`src/rtl/regfile.sv`:
```
// MIPS general-purpose register file: two combinational read ports with
// same-cycle write-back bypass, one write port, r0 hardwired to zero.
module regfile #(
    parameter int DATA_WIDTH = 32,
    parameter int ADDR_WIDTH = 5,
    parameter int NUM_REGS   = 32
) (
    input  logic                  clk,
    input  logic                  rst,
    input  logic                  we,
    input  logic [ADDR_WIDTH-1:0] waddr,
    input  logic [DATA_WIDTH-1:0] wdata,
    input  logic                  re1,
    input  logic [ADDR_WIDTH-1:0] raddr1,
    output logic [DATA_WIDTH-1:0] rdata1,
    input  logic                  re2,
    input  logic [ADDR_WIDTH-1:0] raddr2,
    output logic [DATA_WIDTH-1:0] rdata2
);

    // Index 0 has no storage; reads of r0 are forced to zero below.
    logic [DATA_WIDTH-1:0] regs_q [1:NUM_REGS-1];
    logic [DATA_WIDTH-1:0] regs_d [1:NUM_REGS-1];

    // Next-state for each register: take wdata on an addressed write.
    always_comb begin
        for (int i = 1; i < NUM_REGS; i++) begin
            if (we && (waddr == ADDR_WIDTH'(i))) begin
                regs_d[i] = wdata;
            end else begin
                regs_d[i] = regs_q[i];
            end
        end
    end

    // Storage: asynchronous reset beats any write pending in the same cycle.
    always_ff @(posedge clk or posedge rst) begin
        if (rst) begin
            for (int i = 1; i < NUM_REGS; i++) begin
                regs_q[i] <= {DATA_WIDTH{1'b0}};
            end
        end else begin
            for (int i = 1; i < NUM_REGS; i++) begin
                regs_q[i] <= regs_d[i];
            end
        end
    end

    // Read port 1: reset, disable and r0 give zero; a matching write bypasses storage.
    always_comb begin
        rdata1 = {DATA_WIDTH{1'b0}};
        if (rst || !re1 || (raddr1 == {ADDR_WIDTH{1'b0}})) begin
            rdata1 = {DATA_WIDTH{1'b0}};
        end else if (we && (waddr == raddr1)) begin
            rdata1 = wdata;
        end else begin
            rdata1 = regs_q[raddr1];
        end
    end

    // Read port 2: same priority as port 1, fully independent of it.
    always_comb begin
        rdata2 = {DATA_WIDTH{1'b0}};
        if (rst || !re2 || (raddr2 == {ADDR_WIDTH{1'b0}})) begin
            rdata2 = {DATA_WIDTH{1'b0}};
        end else if (we && (waddr == raddr2)) begin
            rdata2 = wdata;
        end else begin
            rdata2 = regs_q[raddr2];
        end
    end

endmodule

```
`config.mk`:
```
export PLATFORM = sky130hd
export DESIGN_NAME = regfile
export DESIGN_NICKNAME = d
export VERILOG_FILES = /design/src/rtl/regfile.sv
export SDC_FILE = /design/constraint.sdc
export NUM_CORES = 2
export LEC_CHECK = 0
export ABC_AREA = 1
export BUFFER_PORTS_ARGS = -buffer_cell sky130_fd_sc_hd__clkbuf_2
export CAP_MARGIN = 10
export CELL_PAD_IN_SITES_DETAIL_PLACEMENT = 2
export CELL_PAD_IN_SITES_GLOBAL_PLACEMENT = 2
export CORE_MARGIN = 3
export CORE_UTILIZATION = 33
export DETAILED_ROUTE_END_ITERATION = 8
export PLACE_DENSITY_LB_ADDON = 0.1
export SLEW_MARGIN = 10
export SYNTH_ARGS = -nofsm -noshare
export SYNTH_HDL_FRONTEND = slang
export SYNTH_SLANG_ARGS = --single-unit
export TNS_END_PERCENT = 5
```
`constraint.sdc`:
```
create_clock -name clk -period 29.9 [get_ports clk]
set_input_delay 1.495 -clock clk [delete_from_list [all_inputs] [get_ports clk]]
set_output_delay 1.495 -clock clk [all_outputs]
set_load 0.02 [all_outputs]
```
==> run metrics <==
status finished clean; routed len/inst 30.0 um; Setup Crit Path Kind input port to primary output; CP Capture Type primary output; Setup Buffers After CTS 0; ranking of synthesized cells by area dfrtp_1 44%, nand2_1 18%, o21ai_0 9.7%; sequential element share of the synthesized area 0.440; HP Class flip-flop to flip-flop; Hold-fix buffers, CTS 0; Max Cap Violations 0; Routed WL 306 mm; maximum vdd drop 0.0569 mV; CTS tree built; Yosys cell types 26; H-tree depth 4; critical path arrival 6060 ps; drt pass-1 iters 5; clk_lat worst skew 800 ps; fin crit share 0.253; number of global-route vias before repair 63.0k; crit-path most repeated cell nand3_1; Port Buffers 115; clock skew 0 ps; Die Span Y 419 um; required time of the worst setup path 28410 ps; clk sinks 992; Final GP Congestion 0.839; Max transition margin 0.164; leakage power 29.9 nW; Die X 419 um; Root Driver clkbuf_16; Worst Path Buf+Inv 5; Place WS 22420 ps; #FFs+latches synth 992; Num CTS Buffers 135; Tot GR Track Use 0.346; die area 176000 um^2; Reg with most FFs regs_q; Avg Cell Area, Syn 6.89 um^2; Mapped Area 56400 um^2; CTS max path bufs 3; Syn Inst Count 8192; total gr overflow 0; Synth area leader dfrtp_1; RSZ-0062 raised after global routing false; fillcell total 20.0k; warning count from the yosys run 0; power density cells 68.5 nW/um^2; largest net degree at the start of global routing 137; Crit path largest cell delay 680 ps; Max FO, Critical Path 92; max reg flops 992; Post-DP Area 58400 um^2; most common cell after layout, fill and taps aside nand2_1; Hold WS 483 ps; vias per inst 5.82; number of remaining DRC errors 0; Crit-path slowest cell a21oi_1; Area growth syn-to-layout 11.4%; Mapped Nets 8244; Clock transition at path regs 50 ps; Startpoint Class input port; critical path, cell by cell buf_8 > buf_4 > nand2_4 > inv_2 > buf_4 > nand2_1 > nand3_1 > nand3_1 > nand3_1 > nand2_1 > a21oi_1 > clkbuf_2; core area 170000 um^2; antenna-violating nets left 0; proportion of layout cells with a drive suffix above 1 0.0758; Starting Density 0.333; commonest cells after routing, fill and taps aside 2724 x nand2_1, 1097 x o21ai_0, 992 x dfrtp_1; # setup viols final 0; fin crit period 7550 ps; final hold vios 0; measured slew at the worst slew-check pin 1250 ps; final instance area 62800 um^2; family with the most delay on the worst path buffers and inverters; Final HPWL DP 175 mm; f_max 0.132 GHz; I/O pin total 116; Yosys top cell area share 0.440; vias 59.4k; post-cts resize count 0; DRT iter0 DRCs 5016; TNS Setup 0 ps; first-pass GRT wire length 447 mm; nets 7939; PnR worst setup slack 22350 ps; initial antenna violation count 11; Final Slew Violations 0; Top Registers regs_q x992; Cell Rows 151
## layout make-up
type | count | area, um^2 | area share
clock inverters | 44 | 394 | 0.00627
diodes | 8 | 20.0 | 0.000319
flip-flops and latches | 992 | 24800 | 0.395
clock buffers | 196 | 4030 | 0.0641
multi-input cells | 5904 | 26800 | 0.426
inverters | 606 | 2320 | 0.0369
well taps | 2218 | 2780 | 0.0442
repair buffers | 248 | 1720 | 0.0274
## tightest hold or removal path, cell delays in order, from the launching register on
cell and delay [ps]:
dfrtp_1 340, nand2_1 50, o21ai_0 60
## worst paths after layout
kind / start / endpoint / slack (ps) / cells after the start
max: raddr2[0] / rdata2[14] / 22350 / 12
min: regs_q[301] / regs_q[301] / 480 / 2
max reg2reg: regs_q[884] / regs_q[884] / 29110 / 2
min reg2reg: regs_q[301] / regs_q[301] / 480 / 2
max in group asynchronous: rst / regs_q[820] / 26430 / 5
min in group asynchronous: rst / regs_q[78] / 700 / 2
## per-stage QoR
stage               power [mW]   util  instances
floorplan                 2.32      -       8192
detailed placement        2.64  0.344       9968
CTS                       4.32  0.370      10200
global route              4.53  0.370      10200
finish                    4.30  0.370      10200
global placement          2.59  0.344       9968
## per-layer routing
| layer | GRT usage | up-vias | routed length (um) |
|---|---|---|---|
| li1 | - | 25900 | - |
| met1 | 0.442 | 31200 | 131000 |
| met2 | 0.576 | 1702 | 144000 |
| met3 | 0.0409 | 634 | 14200 |
| met4 | 0.176 | 6 | 17200 |
| met5 | 0 | - | 42 |
## synthesized netlist by cell type, drive strengths merged
cell,number
nand2,2754
o21ai,1150
dfrtp,992
nand3,882
inv,605
nor2,423
clkbuf,413
a21oi,290
buf,277
o211ai,226
or2,81
nand4,64
a31oi,16
nor3,10
o22ai,6
clkinv,1
nor4,1
o311ai,1
## report_power, final
group	internal [mW]	switching [mW]	total, mW
registers	1.59	0.193	1.79
clock network	0.976	0.687	1.66
logic	0.265	0.590	0.855
total	2.83	1.47	4.30
## logic make-up after synthesis
family                 Yosys count  synth area share
and+or+nand+nor               4215             0.307
buffers and inverters         1296            0.0922
AOI/OAI and AO/OA             1689             0.161
DFF                            992             0.440
No activity file was read; power rests on OpenSTA's default activity.
